File: src/rtl/cart_loader.sv
// cart_loader: converts the host 16-bit ROM download stream into the byte-wide
// cartridge ROM init stream, pads the image with a fill byte up to the next
// size class (8K/16K/32K/64K/128K), and reports size class and completion.
//
// Ports:
//   i_clk, i_reset          clock, synchronous active-high reset
//   i_ioctl_download/index  host download window and download index
//   i_ioctl_wr/addr/dout    one-cycle word strobe, byte address, word data
//   o_ioctl_wait            host must not strobe while high
//   o_init_addr/data/valid  one cartridge ROM byte write per valid cycle
//   o_byte_count            highest written byte address + 1
//   o_size_class            0=8K .. 4=128K, latched when the image closes
//   o_loaded                image complete and padded
//   o_trunc, o_overrun      sticky: out-of-range data, strobe while busy
module cart_loader #(
  parameter logic [7:0] ROM_INDEX = 8'd1,
  parameter logic [7:0] FILL_BYTE = 8'hFF
) (
  input  logic        i_clk,
  input  logic        i_reset,
  input  logic        i_ioctl_download,
  input  logic [7:0]  i_ioctl_index,
  input  logic        i_ioctl_wr,
  input  logic [24:0] i_ioctl_addr,
  input  logic [15:0] i_ioctl_dout,
  output logic        o_ioctl_wait,
  output logic [16:0] o_init_addr,
  output logic [7:0]  o_init_data,
  output logic        o_init_valid,
  output logic [17:0] o_byte_count,
  output logic [2:0]  o_size_class,
  output logic        o_loaded,
  output logic        o_trunc,
  output logic        o_overrun
);

  typedef enum logic [1:0] {StIdle, StLoad, StHi, StFill} state_e;

  state_e      r_state;
  logic        r_active;
  logic        r_wait;
  logic [16:0] r_init_addr;
  logic [7:0]  r_init_data;
  logic        r_init_valid;
  logic [7:0]  r_hi_data;
  logic [17:0] r_byte_count;
  logic [2:0]  r_size_class;
  logic        r_loaded;
  logic        r_trunc;
  logic        r_overrun;

  logic        w_active;
  logic        w_rise;
  logic        w_strobe;
  logic        w_in_range;
  logic [17:0] w_word_end;
  logic [2:0]  w_class;
  logic [17:0] w_cap;
  logic        w_exact;
  logic [16:0] w_fill_last;

  assign w_active    = i_ioctl_download && (i_ioctl_index == ROM_INDEX);
  assign w_rise      = w_active && !r_active;
  assign w_strobe    = w_active && i_ioctl_wr;
  assign w_in_range  = (i_ioctl_addr[24:17] == 8'd0);
  assign w_word_end  = {1'b0, i_ioctl_addr[16:0]} + 18'd2;

  // Smallest class whose capacity covers the current image.
  always_comb begin
    w_class = 3'd4;
    if (r_byte_count <= 18'd8192) begin
      w_class = 3'd0;
    end else if (r_byte_count <= 18'd16384) begin
      w_class = 3'd1;
    end else if (r_byte_count <= 18'd32768) begin
      w_class = 3'd2;
    end else if (r_byte_count <= 18'd65536) begin
      w_class = 3'd3;
    end
  end

  assign w_cap       = 18'd8192 << w_class;
  assign w_exact     = (r_byte_count == 18'd0) || (r_byte_count == w_cap);
  assign w_fill_last = 17'((18'd8192 << r_size_class) - 18'd1);

  always_ff @(posedge i_clk) begin
    if (i_reset) begin
      r_state      <= StIdle;
      r_active     <= 1'b0;
      r_wait       <= 1'b0;
      r_init_addr  <= 17'd0;
      r_init_data  <= 8'd0;
      r_init_valid <= 1'b0;
      r_hi_data    <= 8'd0;
      r_byte_count <= 18'd0;
      r_size_class <= 3'd0;
      r_loaded     <= 1'b0;
      r_trunc      <= 1'b0;
      r_overrun    <= 1'b0;
    end else begin
      r_active     <= w_active;
      r_init_valid <= 1'b0;
      // A download start in the same cycle clears this again below.
      if (w_strobe && r_wait) begin
        r_overrun <= 1'b1;
      end
      unique case (r_state)
        StIdle: begin
          if (w_rise) begin
            r_state      <= StLoad;
            r_byte_count <= 18'd0;
            r_loaded     <= 1'b0;
            r_trunc      <= 1'b0;
            r_overrun    <= 1'b0;
          end
        end
        StLoad: begin
          if (!w_active) begin
            r_size_class <= w_class;
            if (w_exact) begin
              r_state  <= StIdle;
              r_wait   <= 1'b0;
              r_loaded <= 1'b1;
            end else begin
              r_state      <= StFill;
              r_wait       <= 1'b1;
              r_init_valid <= 1'b1;
              r_init_addr  <= r_byte_count[16:0];
              r_init_data  <= FILL_BYTE;
            end
          end else begin
            // Wait covers the low- and high-byte output cycles.
            r_wait <= 1'b0;
            if (i_ioctl_wr && !r_wait) begin
              if (w_in_range) begin
                r_state      <= StHi;
                r_wait       <= 1'b1;
                r_init_valid <= 1'b1;
                r_init_addr  <= i_ioctl_addr[16:0];
                r_init_data  <= i_ioctl_dout[7:0];
                r_hi_data    <= i_ioctl_dout[15:8];
                if (w_word_end > r_byte_count) begin
                  r_byte_count <= w_word_end;
                end
              end else begin
                r_trunc <= 1'b1;
              end
            end
          end
        end
        StHi: begin
          // Completes even if the download has just dropped.
          r_state      <= StLoad;
          r_init_valid <= 1'b1;
          r_init_addr  <= r_init_addr + 17'd1;
          r_init_data  <= r_hi_data;
        end
        StFill: begin
          if (w_rise) begin
            r_state      <= StLoad;
            r_wait       <= 1'b0;
            r_byte_count <= 18'd0;
            r_loaded     <= 1'b0;
            r_trunc      <= 1'b0;
            r_overrun    <= 1'b0;
          end else if (r_init_addr == w_fill_last) begin
            r_state  <= StIdle;
            r_wait   <= 1'b0;
            r_loaded <= 1'b1;
          end else begin
            r_init_valid <= 1'b1;
            r_init_addr  <= r_init_addr + 17'd1;
          end
        end
        default: r_state <= StIdle;
      endcase
    end
  end

  assign o_ioctl_wait = r_wait;
  assign o_init_addr  = r_init_addr;
  assign o_init_data  = r_init_data;
  assign o_init_valid = r_init_valid;
  assign o_byte_count = r_byte_count;
  assign o_size_class = r_size_class;
  assign o_loaded     = r_loaded;
  assign o_trunc      = r_trunc;
  assign o_overrun    = r_overrun;

endmodule
File: config.mk
export PLATFORM = sky130hd
export DESIGN_NAME = cart_loader
export DESIGN_NICKNAME = d
export VERILOG_FILES = /design/src/rtl/cart_loader.sv
export SDC_FILE = /design/constraint.sdc
export NUM_CORES = 1
export LEC_CHECK = 0
export CAP_MARGIN = 20
export CORE_MARGIN = 2
export CORE_UTILIZATION = 46
export CTS_BUF_LIST = sky130_fd_sc_hd__clkbuf_16
export DETAILED_ROUTE_END_ITERATION = 7
export GPL_TIMING_DRIVEN = 0
export PLACE_DENSITY = 0.87
export SYNTH_ARGS = -nofsm -noshare
export SYNTH_HDL_FRONTEND = slang
export SYNTH_SLANG_ARGS = --single-unit
File: constraint.sdc
create_clock -name i_clk -period 3.45 [get_ports i_clk]
set_input_delay 0.69 -clock i_clk [delete_from_list [all_inputs] [get_ports i_clk]]
set_output_delay 0.69 -clock i_clk [all_outputs]
set_load 0.005 [all_outputs]
==> flow_metrics.py <==
metrics = {
    "outcome": {
        "status": "completed",
    },
    "synth": {
        "ys_seq_area_frac": 0.2822,
        "ys_warn_count": 0,
        "synth_top_flop_cell": "dfxtp_1",
        "synth_area_leaders": "dfxtp_1 28%, ha_1 7.4%, nand2_1 6.7%, mux2i_1 5.0%, a21oi_1 4.7%",
        "synthCells": 557,
        "syn_area_um2": 4398,
        "yosysTopAreaCell": "dfxtp_1",
        "synth_top_area_frac": 0.2822,
        "synthDistinctLibCells": 69,
        "syn_nets": 636,
        "ys_ff_latch": 62,
        "synth-edff-count": 0,
        "avgSynthCellArea_um2": 7.896,
        "synthArstFlopShare": 0,
    },
    "global_routing": {
        "grt_pass1_vias": 4731,
        "grt_start_max_net_pins": 13,
        "track_usage": 0.2987,
        "antenna_found_initial": 0,
        "grt.overflow.total": 0,
        "grt_first_pass_wirelength_um": 24140,
    },
    "timing": {
        "fmax_ghz": 0.3096,
        "fin_crit_ns": 3.230,
        "period_share": 0.9362,
        "drv_slew": 0,
        "setup_ws_ns": 0.2203,
        "worstMarginPinSlew_ns": 0.7222,
        "rsz0062_at_grt": "no",
        "hold_violations": 0,
        "fin_skew_ns": 0.01016,
        "setup_viol": 0,
        "relSlewSlack": 0.5159,
    },
    "critical_path": {
        "reg2reg_from": "o_init_addr[0]",
        "rr_worst_depth": 8,
        "startpoint": "i_ioctl_addr[4]",
        "r2r-end": "o_init_addr[15]",
        "crit_fanout": 10,
        "cp-endpoint": "o_byte_count[10]",
        "crit_path_end_kind": "register",
        "cp.required_ns": 3.73,
        "regToRegSetupSlack_ns": 0.79,
        "setup.worst_path.class": "primary input to register",
        "startpoint_type": "primary input",
        "cp.arrival_ns": 3.51,
    },
    "die": {
        "coreArea_um2": 9240,
        "dieWidth_um": 101.8,
        "ios": 104,
        "start_util": 0.4760,
        "die_h_um": 101.8,
        "row_count": 35,
        "dieArea_um2": 10360,
    },
    "cells_and_area": {
        "fillers": 740,
        "drive_gt1_frac": 0.1290,
        "area_growth_pct": 36.59,
        "antennaDiodeCount": 0,
        "utilization": 0.6501,
        "nNetsFinal": 756,
    },
    "placed_design": {
        "pre_cts_ws_ns": -1.289,
        "dp_hpwl_um": 11080,
        "portBuffers": 103,
        "place_congestion": 0.9738,
    },
    "hold_path": {
        "hold_class": "register to register",
    },
    "drt": {
        "wire_per_inst_um": 19.03,
        "totalWireLength_um": 15430,
        "route.antenna.remaining_nets": 0,
        "first_iter_violations": 452,
        "vias_per_cell": 6.194,
        "drc_errors": 0,
        "vias": 5023,
        "firstDrtPassIters": 5,
    },
    "clocking": {
        "cts_buffers": 9,
        "h-tree-depth": 3,
        "clockRootBuffer": "clkbuf_16",
        "holdBufCountCts": 0,
        "cts_tree": "yes",
        "clk_pin_slew_ns": 0.06,
        "clk_latency_ns": 0.34,
        "cts_buffer_depth": 2,
        "cts.sinks": 62,
    },
    "pwr": {
        "combPwrFrac": 0.489,
        "power_density_nw_per_um2": 650.8,
        "clock_power_share": 0.257,
        "power.leakage_nw": 2.225,
        "swShare": 0.4156,
        "intPower_mw": 2.285,
        "p_sw_mw": 1.625,
        "p_seq_frac": 0.254,
        "vdd_ir_drop_max_uv": 389.3,
    },
    "flow_run": {
        "drv_cap": 0,
    },
}
cell families (layout without fill, tap and decap cells):
| group | count (synthesis) | in the layout | share of synthesized area |
|---|---|---|---|
| mux | 25 | 25 | 0.05775 |
| buf+inv | 61 | 186 | 0.06401 |
| fa+ha+maj | 27 | 27 | 0.07653 |
| xor+xnor | 14 | 14 | 0.02788 |
| compound gates | 149 | 149 | 0.2461 |
| simple gates | 219 | 219 | 0.2455 |
| flops | 62 | 62 | 0.2822 |
per-stage QoR:
stage	instance area (um^2)	hold slack, ns	cells	power [mW]	setup TNS (ns)
floorplan	4398	0.4321	557	2.141	0
CTS	6005	0.4556	809	3.836	0
global route	6007	0.4805	811	4.080	0
detailed placement	5590	0.4485	789	2.822	-19.14
global placement	5590	0.4394	789	2.768	-18.58
finish	6007	0.4538	811	3.910	0
power groups by stage:
stage	Combinational [mW]	Sequential, mW	Clock [mW]
finish	1.91	0.994	1.00
detailed placement	1.82	0.999	0
global route	2.04	1.01	1.03
floorplan	1.17	0.971	0
global placement	1.78	0.993	0
CTS	1.85	0.986	0.995
Yosys cell counts, drive strengths merged, types with 3 or more instances:
cell type / count
o32ai: 3
buf: 12
and4: 5
inv: 31
ha: 26
o211ai: 5
o41ai: 3
o21ai: 26
a31o: 6
and3: 9
nor3: 14
o31ai: 8
nand4: 11
xor2: 7
nor2: 45
xnor2: 7
dfxtp: 62
a21oi: 41
mux2i: 22
mux2: 3
nand2: 81
clkbuf: 18
a311oi: 3
nand2b: 4
o311ai: 5
nand3: 26
nor4: 13
a31oi: 7
a211oi: 14
nor2b: 3
a41o: 6
cell type report:
class	instances	area (um^2)	share of cell area
buffer	30	166.4	0.02770
clock buffer	9	225.2	0.03749
clock inverter	7	97.59	0.01625
inverter	31	116.4	0.01937
multi-input combinational	434	2968	0.4941
sequential	62	1241	0.2066
tap	129	161.4	0.02687
timing repair buffer	109	1031	0.1716
how the worst min path moves through the flow:
stage	startpoint	to	slack (ns)	cells after the start
5_1_grt	r_hi_data[3]	r_hi_data[3]	0.48	2
3_3_place_gp	r_hi_data[5]	r_hi_data[5]	0.44	2
6_report	r_hi_data[3]	r_hi_data[3]	0.45	2
3_5_place_dp	r_hi_data[7]	r_hi_data[7]	0.45	2
2_1_floorplan	r_hi_data[0]	r_hi_data[0]	0.43	2
4_1_cts	r_hi_data[7]	r_hi_data[7]	0.46	2
routing by layer:
metal	track usage	share of wire
met3	0.06211	0.097
met4	0.1570	0.043
met1	0.3803	0.41
met2	0.4752	0.45
met5	0	0
state kept, by name, summed over array words and instances (netlist names):
name          cells
r_state           2
o_trunc           1
r_hi_data         8
o_size_class      3
o_overrun         1
o_init_valid      1
o_init_addr      17
o_ioctl_wait      1
r_active          1
o_init_data       8
o_loaded          1
o_byte_count     18
cell usage in the layout (no fill, tap or decap), types with 4 or more instances in the layout:
master            n
nor3_1           11
a21oi_1          41
clkbuf_2         11
buf_4             9
and3_1            9
nand4_1          11
ha_1             25
buf_6             5
clkdlybuf4s50_1  91
clkbuf_16         9
a41o_1            6
inv_1            31
mux2i_1          22
nor2_1           42
a31oi_1           7
o31ai_1           8
a31o_2            6
a211oi_2          4
o211ai_1          5
xor2_1            7
dfxtp_1          62
clkbuf_1         17
nand2_1          78
xnor2_1           5
o21ai_0          24
a211oi_1         10
nand2b_1          4
and4_1            4
nand3_1          24
nor4_1            9
critical path: stages:
cell	delay [ns]
clkbuf_2	0.15
nand4_1	0.11
buf_4	0.18
nor4_4	0.38
nand3_2	0.15
xnor2_2	0.17
ha_1	0.32
nand4_1	0.11
nor2_2	0.18
a211oi_2	0.09
o221a_2	0.27
buf_6	0.14
buf_4	0.17
a211oi_2	0.26
a41o_1	0.13
repair_timing:
item                                   4_1_cts  5_1_grt
pin swaps                                    6        5
endpoints found under the hold margin        0        0
gates resized for setup                     26       26
setup endpoints to repair                   18       18
setup buffers                                4        2
(Power assumes the default switching activity.)
